File: src/rtl/hazard_unit_pkg.sv
// hazard_pkg: shared types and helpers for the pipeline hazard controller.
//   hz_state_t : FSM states of hazard_unit (idle, draining RET bubbles, halted)
//   ZERO_REG   : architectural zero register, which never creates a hazard
//   max_int    : constant helper used to size the bubble counters
package hazard_pkg;

  typedef enum logic [1:0] {
    HZ_IDLE,
    HZ_RET_DRAIN,
    HZ_HALTED
  } hz_state_t;

  localparam logic [31:0] ZERO_REG = '0;

  function automatic int max_int(input int a, input int b);
    return (a > b) ? a : b;
  endfunction

endpackage

File: src/rtl/hazard_unit_bubble_counter.sv
// bubble_counter: loadable down-counter that defines a bubble window.
//   clk, rst : clock and asynchronous active-high reset
//   load     : load DEPTH into the counter
//   clr      : clear the counter (wins over load)
//   busy     : counter is non-zero (window active)
//   cnt      : remaining cycles of the window
// The counter saturates at zero and never wraps.
module bubble_counter #(
  parameter int DEPTH = 1,
  parameter int CNT_W = 1
) (
  input  logic             clk,
  input  logic             rst,
  input  logic             load,
  input  logic             clr,
  output logic             busy,
  output logic [CNT_W-1:0] cnt
);

  // A fresh load restarts the window rather than adding to it.
  always_ff @(posedge clk or posedge rst) begin
    if (rst) begin
      cnt <= '0;
    end else if (clr) begin
      cnt <= '0;
    end else if (load) begin
      cnt <= CNT_W'(DEPTH);
    end else if (cnt != '0) begin
      cnt <= cnt - CNT_W'(1);
    end
  end

  assign busy = (cnt != '0);

endmodule

File: src/rtl/hazard_unit.sv
// hazard_unit: pipeline hazard controller beside the ID stage of the 5-stage CPU.
// Detects load-use hazards, opens stall windows after RET, flush windows after
// taken branches, and holds the core in a sticky HALT state until reset.
//
// Ports:
//   clk, rst       : clock (rising edge), asynchronous active-high reset
//   id_src_addr    : packed ID source register addresses, src0 in the LSBs
//   id_src_used    : per-source valid; unused sources never hazard
//   ex_dst_addr    : destination register of the instruction in EX
//   ex_mem_read    : instruction in EX is a load
//   cur_ret        : RET decoded in ID
//   br_taken       : branch resolved taken in EX
//   halt           : HLT decoded in ID
//   stall          : hold PC and IF/ID, bubble into ID/EX
//   flush_id       : zero the IF/ID register
//   load_use       : combinational load-use hazard
//   bubble_cnt     : remaining RET bubble cycles
//   halted         : core halted
//   perf_stall_cnt : stall cycles outside HALT (live only with HAZARD_PERF_EN)
//
// Build option: define HAZARD_PERF_EN to enable the stall performance counter;
// otherwise perf_stall_cnt is tied to zero.
module hazard_unit
  import hazard_pkg::*;
#(
  parameter int REG_ADDR_W  = 4,
  parameter int NUM_SRC     = 2,
  parameter int RET_BUBBLES = 3,
  parameter int BR_BUBBLES  = 1,
  parameter int CNT_W       = $clog2(max_int(RET_BUBBLES, BR_BUBBLES) + 1)
) (
  input  logic                          clk,
  input  logic                          rst,
  input  logic [NUM_SRC*REG_ADDR_W-1:0] id_src_addr,
  input  logic [NUM_SRC-1:0]            id_src_used,
  input  logic [REG_ADDR_W-1:0]         ex_dst_addr,
  input  logic                          ex_mem_read,
  input  logic                          cur_ret,
  input  logic                          br_taken,
  input  logic                          halt,
  output logic                          stall,
  output logic                          flush_id,
  output logic                          load_use,
  output logic [CNT_W-1:0]              bubble_cnt,
  output logic                          halted,
  output logic [31:0]                   perf_stall_cnt
);

  hz_state_t        state;
  logic             src_hit;
  logic             load_use_raw;
  logic             is_halted;
  logic             halt_take;
  logic             ret_load;
  logic             ret_clr;
  logic             br_load;
  logic             ret_busy;
  logic             br_busy;
  logic [CNT_W-1:0] ret_cnt;
  logic [CNT_W-1:0] br_cnt_unused;

  // Compare every used source operand against the load destination in EX.
  always_comb begin
    src_hit = 1'b0;
    for (int i = 0; i < NUM_SRC; i++) begin
      if (id_src_used[i] &&
          (id_src_addr[i*REG_ADDR_W +: REG_ADDR_W] == ex_dst_addr)) begin
        src_hit = 1'b1;
      end
    end
  end

  assign load_use_raw = ex_mem_read && src_hit &&
                        (ex_dst_addr != REG_ADDR_W'(ZERO_REG));

  assign is_halted = (state == HZ_HALTED);

  // Halt is only accepted on a cycle without stall; otherwise ID re-presents it.
  assign halt_take = halt && !stall && !is_halted;

  // A taken branch squashes a same-cycle RET (it is on the wrong path).
  assign ret_clr  = br_taken && !is_halted;
  assign ret_load = cur_ret && !br_taken && !is_halted && !halt_take;
  assign br_load  = br_taken && !is_halted;

  bubble_counter #(
    .DEPTH (RET_BUBBLES),
    .CNT_W (CNT_W)
  ) u_ret_cnt (
    .clk  (clk),
    .rst  (rst),
    .load (ret_load),
    .clr  (ret_clr),
    .busy (ret_busy),
    .cnt  (ret_cnt)
  );

  // The branch window counts the cycles after the combinational first flush.
  bubble_counter #(
    .DEPTH (BR_BUBBLES - 1),
    .CNT_W (CNT_W)
  ) u_br_cnt (
    .clk  (clk),
    .rst  (rst),
    .load (br_load),
    .clr  (1'b0),
    .busy (br_busy),
    .cnt  (br_cnt_unused)
  );

  // Control FSM; RET_DRAIN tracks the RET counter and HALTED is sticky.
  always_ff @(posedge clk or posedge rst) begin
    if (rst) begin
      state <= HZ_IDLE;
    end else begin
      case (state)
        HZ_IDLE: begin
          if (halt_take) begin
            state <= HZ_HALTED;
          end else if (ret_load) begin
            state <= HZ_RET_DRAIN;
          end
        end
        HZ_RET_DRAIN: begin
          if (halt_take) begin
            state <= HZ_HALTED;
          end else if (br_taken) begin
            state <= HZ_IDLE;
          end else if (!cur_ret && (ret_cnt == CNT_W'(1))) begin
            state <= HZ_IDLE;
          end
        end
        HZ_HALTED: begin
          state <= HZ_HALTED;
        end
        default: begin
          state <= HZ_IDLE;
        end
      endcase
    end
  end

  // Outputs are gated by rst so they drop asynchronously with reset.
  assign load_use   = !rst && load_use_raw;
  assign stall      = !rst && (load_use_raw || ret_busy || is_halted);
  assign flush_id   = !rst && ((br_taken && !is_halted) || br_busy);
  assign bubble_cnt = ret_cnt;
  assign halted     = is_halted;

`ifdef HAZARD_PERF_EN
  logic [31:0] perf_q;

  // Counts stall cycles caused by hazards, not by HALT; saturates at all-ones.
  always_ff @(posedge clk or posedge rst) begin
    if (rst) begin
      perf_q <= '0;
    end else if (stall && !is_halted && (perf_q != 32'hFFFF_FFFF)) begin
      perf_q <= perf_q + 32'd1;
    end
  end

  assign perf_stall_cnt = perf_q;
`else
  assign perf_stall_cnt = 32'h0;
`endif

endmodule

File: config.mk
export PLATFORM = sky130hd
export DESIGN_NAME = hazard_unit
export DESIGN_NICKNAME = d
export VERILOG_FILES = /design/src/rtl/hazard_unit_pkg.sv /design/src/rtl/hazard_unit_bubble_counter.sv /design/src/rtl/hazard_unit.sv
export SDC_FILE = /design/constraint.sdc
export NUM_CORES = 1
export LEC_CHECK = 0
export CAP_MARGIN = 30
export CORE_UTILIZATION = 37
export DETAILED_ROUTE_END_ITERATION = 8
export GPL_TIMING_DRIVEN = 0
export PLACE_DENSITY = 0.82
export SLEW_MARGIN = 20
export SYNTH_ARGS = -nofsm -noshare
export SYNTH_HDL_FRONTEND = slang
export SYNTH_HIERARCHICAL = 1
export SYNTH_SLANG_ARGS = --single-unit
File: constraint.sdc
create_clock -name clk -period 2.7 [get_ports clk]
set_input_delay 0.54 -clock clk [delete_from_list [all_inputs] [get_ports clk]]
set_output_delay 0.54 -clock clk [all_outputs]
set_load 0.02 [all_outputs]
Word level (Yosys, flattened, before mapping)
Cells that the tools add are included.
Widths: inputs -> output; s select.

word-level totals
  word-level logic and storage cells = 55
  memories = 0
  output and inout port bits = 38
  bits of input ports = 20
  register bits = 6
  RAM bits = 0
  latch bits = 0
  ROM bits = 0

cells by class
  div/mod/pow operators = 0
  add/subtract/negate cells = 2
  reduce and logical (&&, ||, !) cells = 30
  equality and inequality tests = 7
  $mul = 0
  bitwise logic cells = 0
  shifts and indexed selects = 0
  muxes and demuxes = 13
  order comparisons = 0

operators by type and width
  cell                 number
  $mux 2               10
  $logic_and 1x1->1    14
  $eq 4x4->1           2
  $logic_not 1->1      6
  $pmux 2 s3           1
  $reduce_bool 2->1    3
  $eq 2x1->1 const B   2
  $ne 4x4->1 const B   1
  $reduce_bool 4->1    1
  $sub 2x1->2 const B  2
  $logic_or 1x1->1     3
  $ne 3x3->1 const B   1
  $reduce_bool 3->1    1
  $eq 2x2->1 const B   1
  $logic_not 2->1      1
  $mux 1               2
  $reduce_and 2->1     1

Longest topological paths before layout
  word-level depth = 17
  depth in mapped cells = 8
  depth with buffers taken out = 8

Modules after synthesis
Netlist, hierarchy kept.

modules (own cells, without submodules)
  module                       cells each  times used  seq. area each (sq um)  area an instance (sq um)
  hazard_unit                  70          1           50.0                    541.8
  bubble_counter at u_br_cnt   11          1           50.0                    132.6
  bubble_counter at u_ret_cnt  12          1           50.0                    113.9

Least setup slack after synthesis
OpenSTA, ideal clock, no wires.

  path kind = input to output
  start point = in id_src_addr[0]
  end point = out stall
  cell stages on the path = 4
  path buffers = 0
  required time = 2.160 ns
  arrival time = 1.565 ns
  path slack = 0.595 ns
  cell sequence = inv_1 -> a222oi_1 -> or4b_4 -> nand3_1

on the way
  word-level cells in the longest chain between the ends = 9

ends and longest elaborated chain
  what                             RTL line            text
  start: declaration               hazard_unit.sv:34   input logic [NUM_SRC*REG_ADDR_W-1:0] id_src_addr,
  $eq 4x4->1                       hazard_unit.sv:67   (id_src_addr[i*REG_ADDR_W +: REG_ADDR_W] == ex_dst_addr)) begin
  $logic_and 1x1->1                hazard_unit.sv:66   if (id_src_used[i] &&
  $mux 1 (2 in series)             hazard_unit.sv:66
  $logic_and 1x1->1 (2 in series)  hazard_unit.sv:73   assign load_use_raw = ex_mem_read && src_hit &&
  $logic_or 1x1->1 (2 in series)   hazard_unit.sv:145  assign stall = !rst && (load_use_raw || ret_busy || is_halted);
  $logic_and 1x1->1                hazard_unit.sv:145
  end: declaration                 hazard_unit.sv:41   output logic stall,

Every way passes these cells.

Worst setup path in the final report
  start point = in br_taken
  end point = out flush_id

on the way
  word-level cells in the longest chain between the ends = 3

ends and longest elaborated chain
  what                RTL line            text
  start: declaration  hazard_unit.sv:39   input logic br_taken,
  $logic_and 1x1->1   n/a
  via br_load         hazard_unit.sv:56   logic br_load;
  $logic_or 1x1->1    hazard_unit.sv:146  assign flush_id = !rst && ((br_taken && !is_halted) || br_busy);
  $logic_and 1x1->1   hazard_unit.sv:146
  end: declaration    hazard_unit.sv:42   output logic flush_id,

The timed path passes the listed nets, and every way through them passes these cells.

==> flow_summary_export.csv <==
group,metric,value,unit
timing,min_period,2.65,ns
synth,yosys_warnings,6,
detailed_routing,first_iter_violations,2,
detailed_routing,drc_errors,0,
timing,fmax,377,MHz
global_routing,antenna_found_initial,0,
global_routing,grt.overflow.total,0,
floorplanning,initial_utilization,0.398,
power_and_ir_drop,power_density,562,nW/µm²
cts,clock_path_buffers,2,
global_routing,grt_first_pass_wirelength,2360,µm
timing,slew_violations,0,
synth,synth-main-ff-cell,"dfrtp_1",
finish,final_cell_mix,"34 x buf_4, 34 x conb_1, 21 x clkdlybuf4s50_1, 12 x inv_1",
placement,portBuffers,25,
detailed_routing,vias_per_cell,3.72,
timing,holdWs,0.493,ns
timing,hold_viol_final,0,
floorplanning,pin_count,58,
cts,insertion_delay,0.25,ns
floorplanning,core,1980,µm²
synth,synth_edf_count,0,
floorplanning,die_area,2320,µm²
status,status,"complete, no violations",
worst_hold_path,hold_depth,1,
worst_setup_path,end_kind,"primary output",
detailed_routing,wire_per_inst,8.06,µm
worst_setup_path,rr_endpoint,"u_ret_cnt/cnt[1]",
synth,synth_cell_type_count,32,
cts,cts_tree,"yes",
timing,rsz0062_at_grt,"no",
worst_setup_path,crit_path_end,"flush_id",
synth,ys_seq_area_frac,0.190,
cts,path_clk_slew,0.04,ns
job,cap_violations,0,
timing,fin_skew,0.000416,ns
finish,drive_gt1_frac,0.297,
finish,num_antenna_cells,0,
finish,syn_to_final_growth,54.8,%
timing,finalCritPeriodShare,0.981,
synth,syn_inst,93,
placement,pre_cts_ws,-0.509,ns
worst_setup_path,startpoint_type,"primary input",
placement,finalWeightedCongestion,0.747,
global_routing,grtUsageTotal,0.147,
synth,async_reset_ff_frac,1.00,
synth,syn_area,788,µm²
worst_hold_path,holdCritPathClass,"reg2reg",
worst_setup_path,r2r_cells,7,
cts,cts.sinks,6,
cts,cts_hold_buf,0,
worst_setup_path,reg2reg_slack,1.12,ns
timing,finalSetupViolations,0,
placement,dp.cells,178,
placement,post-dp-hpwl,1330,µm
worst_setup_path,worstReg2RegStart,"u_ret_cnt/cnt[0]",
floorplanning,die_h,48.2,µm
worst_setup_path,critPathRequiredTime,2.16,ns
finish,n_fill_cell,174,
synth,syn_area_per_cell,8.48,µm²
floorplanning,die_x,48.2,µm
detailed_routing,num_vias,677,
detailed_routing,first_pass_iters,4,
finish,final_nets,179,
power_and_ir_drop,p_leak,0.666,nW
worst_setup_path,cp-startpoint,"br_taken",
worst_setup_path,cp_data_arrival_time,2.11,ns
global_routing,grt_pass1_vias,600,
global_routing,grt_start_max_net_pins,6,
cts,clock-root-buffer,"clkbuf_4",
worst_setup_path,worst-path-max-fanout,5,
floorplanning,rows,16,
cts,cts_max_level,1,
cts,cts_buffers,3,
detailed_routing,wl,1470,µm
finish,finalNonFillerCells,182,
detailed_routing,ant_nets,0,
timing,worst_slack,0.0504,ns
timing,finalSetupTns,0,ns
power_and_ir_drop,peakVddDrop,0.359,mV
worst_setup_path,critPathKind,"in2out",
synth,synth_seq_cells,6,
[worst min-delay path by stage]
stage                            to  slack, ns  startpoint
floorplan           u_br_cnt/cnt[0]       0.28         rst
global placement           state[0]       0.48    state[1]
detailed placement         state[0]       0.49    state[1]
CTS                        state[0]       0.50    state[1]
global route               state[0]       0.51    state[1]
finish                     state[0]       0.49    state[1]
[stage by stage]
| step | util | total power (W) | cell area, µm² |
|---|---|---|---|
| final | 0.616 | 0.000685 | 1220 |
| after global routing | 0.616 | 0.000738 | 1220 |
| after CTS | 0.613 | 0.000689 | 1210 |
| after detailed placement | 0.604 | 0.000604 | 1200 |
| after global placement | 0.604 | 0.000589 | 1200 |
| after floorplan | - | 0.000473 | 912 |
[per-layer routing]
metal	GRT usage	vias to the layer above	wire (µm)	share of wire
met5	0	-	0	0
met4	0.0333	0	10	0.0068
met3	0.0444	2	121	0.082
met2	0.280	34	744	0.51
met1	0.157	279	590	0.40
li1	-	362	-	-
[cells by family after synthesis]
logic type	after synthesis	synth area share
XOR/XNOR	7	0.0778
multiplexers	1	0.0127
AND/OR/NAND/NOR	17	0.140
adder cells (fa/ha/maj)	2	0.0317
other	1	0.00476
buffers and inverters	46	0.371
flip-flops	6	0.190
AO/OA/AOI/OAI	13	0.171
[power breakdown]
group	switching (W)	internal, W
registers	0.0000289	0.000123
logic	0.000227	0.000222
clock network	0.0000347	0.0000504
total	0.000290	0.000395
[Yosys cell counts, drive strengths merged, types with 2 or more instances]
master,number,area [µm²]
dfrtp,6,150
xnor2,6,52.6
nand2b,2,12.5
nand2,2,7.51
buf,32,240
ha,2,25.0
inv,14,52.6
nand3,2,10.0
o21a,2,15.0
nor2b,2,20.0
nor2,2,7.51
a2111oi,2,55.1
a21oi,2,10.0
[final cells by class]
type / instances / area, µm² / share of cell area
multi-input cells: 74 / 469 / 0.385
repair buffers: 26 / 251 / 0.206
plain buffers: 32 / 240 / 0.197
flip-flops and latches: 6 / 150 / 0.123
inverters: 14 / 52.6 / 0.0431
well taps: 27 / 33.8 / 0.0277
clock buffers: 3 / 22.5 / 0.0185
[worst max-delay path: stages]
cell and delay [ns]:
clkdlybuf4s50_1 0.53, and2_1 0.29, o21a_1 0.14, clkdlybuf4s50_1 0.60
[state kept, by name (all words and copies together) (netlist names)]
register	cells
state	2
u_ret_cnt/cnt	2
u_br_cnt/cnt	2
[what timing repair did]
item	in CTS	in global routing
gates resized for setup	9	2
buffers inserted	1	0
pin swaps	0	1
gates cloned	0	0
hold endpoints to repair	0	0
setup endpoints to repair	2	1
Note: power is estimated with default switching activity, not from simulation.
